===== src/rtl/vga_timing_pkg.sv =====
// Shared mode constants, polarity codes and elaboration helpers for the VGA raster
// timing generator.
package vga_timing_pkg;

    localparam logic POL_ACTIVE_LOW  = 1'b0;
    localparam logic POL_ACTIVE_HIGH = 1'b1;

    localparam int MAX_DLY = 16;

    // One axis of a video mode, in line order: sync, back porch, active, front porch.
    typedef struct packed {
        int sync;
        int bp;
        int act;
        int fp;
    } axis_timing_t;

    localparam axis_timing_t SVGA_800X600_H = '{sync: 128, bp: 88, act: 800, fp: 40};
    localparam axis_timing_t SVGA_800X600_V = '{sync: 4,   bp: 23, act: 600, fp: 1};
    localparam axis_timing_t VGA_640X480_H  = '{sync: 96,  bp: 48, act: 640, fp: 16};
    localparam axis_timing_t VGA_640X480_V  = '{sync: 2,   bp: 33, act: 480, fp: 10};

    typedef struct packed {
        logic hs;
        logic vs;
        logic de;
    } sync_bus_t;

    // Bits needed to hold value-1, i.e. the width of a 0..value-1 counter.
    function automatic int clog2(input int value);
        int result;
        int remaining;
        result    = 0;
        remaining = value - 1;
        while (remaining > 0) begin
            result++;
            remaining = remaining >> 1;
        end
        return result;
    endfunction

endpackage


===== src/rtl/vga_timing_gen_sig_delay.sv =====
// Enable-gated shift register used to realign sync/DE with downstream pipeline latency.
// DEPTH=0 degenerates to a straight wire.
module sig_delay #(
    parameter int W     = 1,
    parameter int DEPTH = 1
) (
    input  logic         clk,
    input  logic         rst,
    input  logic         i_en,
    input  logic [W-1:0] i_rst_val,
    input  logic [W-1:0] i_data,
    output logic [W-1:0] o_data
);

    if (DEPTH == 0) begin : g_bypass
        logic w_unused;
        assign w_unused = ^{clk, rst, i_en, i_rst_val};
        assign o_data   = i_data;
    end else begin : g_shift
        logic [W-1:0] r_stage [DEPTH];

        // NOTE: every stage is reset, not just the output, so the first DEPTH steps
        // after reset show idle levels rather than stale sync from the previous frame.
        always_ff @(posedge clk or posedge rst) begin
            if (rst) begin
                for (int i = 0; i < DEPTH; i++) begin
                    r_stage[i] <= i_rst_val;
                end
            end else if (i_en) begin
                r_stage[0] <= i_data;
                for (int i = 1; i < DEPTH; i++) begin
                    r_stage[i] <= r_stage[i-1];
                end
            end
        end

        assign o_data = r_stage[DEPTH-1];
    end

endmodule


===== src/rtl/vga_timing_gen.sv =====
// Parametrised VGA raster timing generator: h/v counters, registered sync/DE/coordinates,
// line/frame pulses and a latency-matched copy of hs/vs/de.
module vga_timing_gen
    import vga_timing_pkg::*;
#(
    parameter int   CW     = 11,
    parameter int   H_SYNC = SVGA_800X600_H.sync,
    parameter int   H_BP   = SVGA_800X600_H.bp,
    parameter int   H_ACT  = SVGA_800X600_H.act,
    parameter int   H_FP   = SVGA_800X600_H.fp,
    parameter int   V_SYNC = SVGA_800X600_V.sync,
    parameter int   V_BP   = SVGA_800X600_V.bp,
    parameter int   V_ACT  = SVGA_800X600_V.act,
    parameter int   V_FP   = SVGA_800X600_V.fp,
    parameter logic HS_POL = POL_ACTIVE_LOW,
    parameter logic VS_POL = POL_ACTIVE_LOW,
    parameter int   DLY    = 0
) (
    input  logic          clk,
    input  logic          rst,
    input  logic          en,
    output logic [CW-1:0] hcount,
    output logic [CW-1:0] vcount,
    output logic          hs,
    output logic          vs,
    output logic          de,
    output logic [CW-1:0] x,
    output logic [CW-1:0] y,
    output logic          line_start,
    output logic          frame_start,
    output logic          hs_d,
    output logic          vs_d,
    output logic          de_d
);

    localparam int H_TOTAL = H_SYNC + H_BP + H_ACT + H_FP;
    localparam int V_TOTAL = V_SYNC + V_BP + V_ACT + V_FP;

    if (CW < 1 || CW > 30 ||
        H_SYNC < 1 || H_BP < 1 || H_ACT < 1 || H_FP < 1 ||
        V_SYNC < 1 || V_BP < 1 || V_ACT < 1 || V_FP < 1 ||
        clog2(H_TOTAL) > CW || clog2(V_TOTAL) > CW ||
        DLY < 0 || DLY > MAX_DLY) begin : g_bad_params
        $fatal(1, "vga_timing_gen: illegal timing parameter set");
    end

    localparam logic [CW-1:0] H_LAST      = CW'(H_TOTAL - 1);
    localparam logic [CW-1:0] V_LAST      = CW'(V_TOTAL - 1);
    localparam logic [CW-1:0] H_SYNC_END  = CW'(H_SYNC);
    localparam logic [CW-1:0] V_SYNC_END  = CW'(V_SYNC);
    localparam logic [CW-1:0] H_ACT_START = CW'(H_SYNC + H_BP);
    localparam logic [CW-1:0] V_ACT_START = CW'(V_SYNC + V_BP);
    localparam logic [CW-1:0] H_ACT_END   = CW'(H_SYNC + H_BP + H_ACT);
    localparam logic [CW-1:0] V_ACT_END   = CW'(V_SYNC + V_BP + V_ACT);

    logic [CW-1:0] r_hcount;
    logic [CW-1:0] r_vcount;
    logic          r_hs;
    logic          r_vs;
    logic          r_de;
    logic [CW-1:0] r_x;
    logic [CW-1:0] r_y;
    logic          r_line_start;
    logic          r_frame_start;

    logic          w_h_wrap;
    logic          w_v_wrap;
    logic          w_h_act;
    logic          w_v_act;
    logic          w_de;
    sync_bus_t     w_sync_now;
    sync_bus_t     w_sync_idle;
    sync_bus_t     w_sync_dly;

    assign w_h_wrap = (r_hcount == H_LAST);
    assign w_v_wrap = (r_vcount == V_LAST);
    assign w_h_act  = (r_hcount >= H_ACT_START) && (r_hcount < H_ACT_END);
    assign w_v_act  = (r_vcount >= V_ACT_START) && (r_vcount < V_ACT_END);
    assign w_de     = w_h_act && w_v_act;

    // NOTE: sequential state uses non-blocking assignments so every register samples
    // the pre-edge counter values, which is what gives the decode its one-step latency.
    always_ff @(posedge clk or posedge rst) begin
        if (rst) begin
            r_hcount <= '0;
            r_vcount <= '0;
        end else if (en) begin
            if (w_h_wrap) begin
                r_hcount <= '0;
                r_vcount <= w_v_wrap ? '0 : r_vcount + 1'b1;
            end else begin
                r_hcount <= r_hcount + 1'b1;
            end
        end
    end

    // Registered decode of the current counters.
    always_ff @(posedge clk or posedge rst) begin
        if (rst) begin
            r_hs          <= ~HS_POL;
            r_vs          <= ~VS_POL;
            r_de          <= 1'b0;
            r_x           <= '0;
            r_y           <= '0;
            r_line_start  <= 1'b0;
            r_frame_start <= 1'b0;
        end else if (en) begin
            r_hs          <= (r_hcount < H_SYNC_END) ? HS_POL : ~HS_POL;
            r_vs          <= (r_vcount < V_SYNC_END) ? VS_POL : ~VS_POL;
            r_de          <= w_de;
            r_x           <= w_de ? r_hcount - H_ACT_START : '0;
            r_y           <= w_de ? r_vcount - V_ACT_START : '0;
            r_line_start  <= (r_hcount == '0);
            r_frame_start <= (r_hcount == '0) && (r_vcount == '0);
        end
    end

    assign w_sync_now  = '{hs: r_hs, vs: r_vs, de: r_de};
    assign w_sync_idle = '{hs: ~HS_POL, vs: ~VS_POL, de: 1'b0};

    sig_delay #(
        .W     ($bits(sync_bus_t)),
        .DEPTH (DLY)
    ) u_sync_delay (
        .clk       (clk),
        .rst       (rst),
        .i_en      (en),
        .i_rst_val (w_sync_idle),
        .i_data    (w_sync_now),
        .o_data    (w_sync_dly)
    );

    assign hcount      = r_hcount;
    assign vcount      = r_vcount;
    assign hs          = r_hs;
    assign vs          = r_vs;
    assign de          = r_de;
    assign x           = r_x;
    assign y           = r_y;
    assign line_start  = r_line_start;
    assign frame_start = r_frame_start;
    assign hs_d        = w_sync_dly.hs;
    assign vs_d        = w_sync_dly.vs;
    assign de_d        = w_sync_dly.de;

endmodule


===== config.mk =====
export PLATFORM = sky130hd
export DESIGN_NAME = vga_timing_gen
export DESIGN_NICKNAME = d
export VERILOG_FILES = /design/src/rtl/vga_timing_pkg.sv /design/src/rtl/vga_timing_gen_sig_delay.sv /design/src/rtl/vga_timing_gen.sv
export SDC_FILE = /design/constraint.sdc
export NUM_CORES = 1
export LEC_CHECK = 0
export CAP_MARGIN = 25
export CORE_MARGIN = 5
export CORE_UTILIZATION = 55
export CTS_CLUSTER_DIAMETER = 60
export CTS_CLUSTER_SIZE = 8
export DETAILED_ROUTE_END_ITERATION = 10
export GPL_TIMING_DRIVEN = 0
export PLACE_DENSITY = 0.85
export SYNTH_ARGS = -nofsm -noshare
export SYNTH_HDL_FRONTEND = slang
export SYNTH_HIERARCHICAL = 1
export SYNTH_SLANG_ARGS = --single-unit

===== constraint.sdc =====
create_clock -name clk -period 5.16 [get_ports clk]
set_input_delay 1.032 -clock clk [delete_from_list [all_inputs] [get_ports clk]]
set_output_delay 1.032 -clock clk [all_outputs]
set_load 0.05 [all_outputs]

## Word-level counts from Yosys, hierarchy flattened

Cells that the tools add are included.
Widths: inputs -> output; s select.

- Register bits: 49
- Bits of input ports: 3
- Logic and storage cells: 34

- $add $sub $neg: 4
- Magnitude comparators: 6
- Equality and inequality tests: 2
- Muxes and demuxes: 6
- Reduce and logical (&&, ||, !) cells: 7

Operators with widths:

| cell | number |
|---|---|
| $mux 11 | 4 |
| $add 11x1->11 const B | 2 |
| $logic_not 11->1 | 2 |
| $lt 11x10->1 const B | 2 |
| $eq 11x10->1 const B | 1 |
| $eq 11x11->1 const B | 1 |
| $ge 11x5->1 const B | 1 |
| $ge 11x8->1 const B | 1 |
| $lt 11x3->1 const B | 1 |
| $lt 11x8->1 const B | 1 |
| $sub 11x5->11 const B | 1 |
| $sub 11x8->11 const B | 1 |
| $logic_and 1x1->1 | 4 |
| $mux 1 | 2 |
| $reduce_and 2->1 | 1 |

## Logic depth before layout (Yosys ltp)

- Word-level depth: 4
- Depth in mapped cells: 6

## By module

Netlist, hierarchy kept.

By module, submodules not included:

| module | times used | cells an instance | area an instance (µm²) | sequential area each (µm²) |
|---|---|---|---|---|
| vga_timing_gen | 1 | 261 | 2796.4 | 1228.7 |
| sig_delay | 1 | 3 | 22.5 | 0.0 |

## Worst setup path after synthesis

No wires, ideal clock.

- Kind: input port to flip-flop
- Start point: in en
- End point: reg r_vcount[5], in the netlist vcount[5]
- Arrival: 2100 ps
- Data required time: 5026 ps
- Setup slack: 2927 ps
- Stages: 6
- Cell sequence: buf_2 > and4_1 > nand2_1 > clkbuf_1 > o41ai_1 > o21ai_1

- Word-level cells in the longest chain between the ends: 1

RTL lines:

| what | line | RTL |
|---|---|---|
| start: declaration | vga_timing_gen.sv:21 | `input logic en,` |
| $reduce_and 2->1 (no source line) | n/a |  |
| end signal: assignment | vga_timing_gen.sv:90 | `r_vcount <= w_v_wrap ? '0 : r_vcount + 1'b1;` |
| end: declaration | vga_timing_gen.sv:57 | `logic [CW-1:0] r_vcount;` |

Every way passes these cells.
A chain may end at the register's enable or synchronous reset.

## Worst setup path after layout

- Start point: reg r_vs, in the netlist vs
- End point: out vs_d

RTL lines:

| what | line | RTL |
|---|---|---|
| start: declaration | vga_timing_gen.sv:59 | `logic r_vs;` |
| start signal: assignment | vga_timing_gen.sv:101 | `r_vs <= ~VS_POL;` |
| start signal: assignment | vga_timing_gen.sv:109 | `r_vs <= (r_vcount < V_SYNC_END) ? VS_POL : ~VS_POL;` |
| end: declaration | vga_timing_gen.sv:32 | `output logic vs_d,` |

No word-level cell between the ends.

==> impl_metrics.csv <==
group,metric,value,unit
status,status,"completed",
layout,area_growth,26.7,%
timing,finalSetupTns,0,ns
logic_synthesis,netlist_instances,262,
clocking,cts_tree,"yes",
global_route,overflow,0,
layout,fin_nets,332,
critical_path,cp-end-kind,"primary output",
critical_path,rrSetupSlack,2.98,ns
clocking,clkSinkCount,49,
global_route,grt_max_degree,40,
routing,routed_wl,6610,um
power,p_sw,0.330,mW
clocking,numCtsBuffers,5,
logic_synthesis,syn-mean-instance-area,10.7,um^2
critical_path,cp-start-kind,"register",
power,p_leak,1.47,nW
die,chipHeight,81.5,um
layout,layout_common_cells,"54 x clkdlybuf4s50_1, 47 x dfrtp_1, 26 x inv_1, 17 x o32ai_2, 15 x xor2_1",
placed_design,gp_congestion,0.894,
die,die_area,0.00664,mm^2
critical_path,path_class,"register to primary output",
hold_path,worstHoldStart,"line_start",
placed_design,dp_hpwl,4690,um
critical_path,path_max_fanout,3,
clocking,clock_path_buffers,2,
power,combPwrFrac,0.268,
routing,vias,2288,
clocking,htree_levels,2,
timing,setup_viol,0,
timing,fin_skew,0.00722,ns
power,p_clk_frac,0.264,
global_route,antenna_found_initial,0,
global_route,grt_pass1_vias,2285,
timing,fin_crit_sh,0.541,
clocking,cts_resized,0,
critical_path,crit_path_top_delay_cell,"clkdlybuf4s50_1",
global_route,grt.total_usage,0.221,
die,rows,26,
timing,worst_pin_slew,0.766,ns
power,power,0.943,mW
clocking,post_cts_buffers,0,
routing,drt_pass1_iterations,4,
power,sw_frac_of_total,0.350,
power,seq_power_share,0.468,
clocking,cts_hold_buf,0,
routing,ant_nets,0,
timing,max_freq,0.358,GHz
die,io_pins,55,
routing,viasPerCell,5.79,
power,p_int,0.613,mW
hold_path,worstHoldEndpoint,"line_start",
clocking,clk_pin_slew,0.08,ns
layout,layout-drive-gt1-share,0.169,
power,ir_drop,0.000198,V
timing,slew_headroom,0.489,
placed_design,place_area,0.00346,mm^2
placed_design,io_buffers,54,
die,start_util,0.558,
clocking,clkLatencyLatePin,0.31,ns
power,p_per_area,265,mW/mm^2
timing,rsz0062_at_grt,"no",
critical_path,worstRegToRegCells,6,
logic_synthesis,synth_area,0.00281,mm^2
critical_path,worstPathArrival,1.76,ns
flow_run,maxCapViolCount,0,
hold_path,hold_class,"register to register",
critical_path,crit_path_cell_trace,"buf_4, clkdlybuf4s50_1",
critical_path,reg2reg_to,"y[3]",
layout,design_area,0.00356,mm^2
logic_synthesis,synth_warnings,6,
layout,n_antenna_cell,0,
routing,drc_errors,0,
die,die_w,81.5,um
layout,fill_cells,388,
timing,hold_viol_final,0,
critical_path,cp.required,4.13,ns
logic_synthesis,postSynthNetCount,270,
die,fp.coreArea,0.00504,mm^2
clocking,root_buffer,"clkbuf_8",
routing,wl_per_cell,16.7,um
critical_path,rr_startpoint,"hcount[3]",
global_route,grt_pass1_wl,11300,um
hold_path,holdPathStages,1,
timing,maxSlewViolCount,0,
timing,fin_crit,2.79,ns
critical_path,critPathMaxStageDelay,0.80,ns
layout,final_common_cell,"clkdlybuf4s50_1",
routing,drt_iter0_drc,177,
-- layer usage --
layer | global-route usage | wire, um
met1 | 0.313 | 2950
met2 | 0.340 | 3100
met3 | 0.0439 | 419
met4 | 0.0743 | 135
met5 | 0 | 0
-- layout make-up --
type,instances,area (um^2),area share
clock buffers,7,96.3,0.0271
plain buffers,23,148,0.0415
flip-flops and latches,49,1230,0.345
inverters,28,105,0.0295
multi-input cells,162,1330,0.374
clock inverters,1,5.00,0.00141
repair buffers,55,561,0.157
well taps,70,87.6,0.0246
-- power by group through the flow --
stage	registers (mW)	clock network, mW	logic [mW]
after CTS	0.441	0.250	0.255
after floorplan	0.520	0	0.0966
after global routing	0.447	0.270	0.269
after detailed placement	0.448	0	0.252
final	0.442	0.249	0.252
after global placement	0.447	0	0.245
-- worst max-delay path: cells and delay by family (launching register included) --
family	cells	cell delay, ns
buf+inv	2	0.90
flops	1	0.56
-- sequential cells by signal, indices dropped and copies added, names as in the netlist --
signal	cells
x	11
hcount	11
vcount	11
frame_start	1
de	1
y	11
hs	1
line_start	1
vs	1
-- how the worst max path moves through the flow --
stage | depth (start not counted) | slack, ns | startpoint | end
2_1_floorplan | 6 | 2.93 | en | vcount[5]
3_3_place_gp | 2 | 2.02 | rst | x[1]
3_5_place_dp | 7 | 2.22 | en | vcount[5]
4_1_cts | 2 | 2.36 | vs | vs_d
5_1_grt | 2 | 2.32 | vs | vs_d
6_report | 2 | 2.37 | vs | vs_d
-- per-stage QoR --
step / hold WS, ns / util / worst slack (ns) / cells
after floorplan: 0.597 / - / 2.93 / 262
after global placement: 0.476 / 0.682 / 2.02 / 386
after detailed placement: 0.468 / 0.686 / 2.22 / 387
after CTS: 0.501 / 0.706 / 2.36 / 395
after global routing: 0.521 / 0.706 / 2.32 / 395
final: 0.497 / 0.706 / 2.37 / 395
Power figures use the tool's default switching activity.
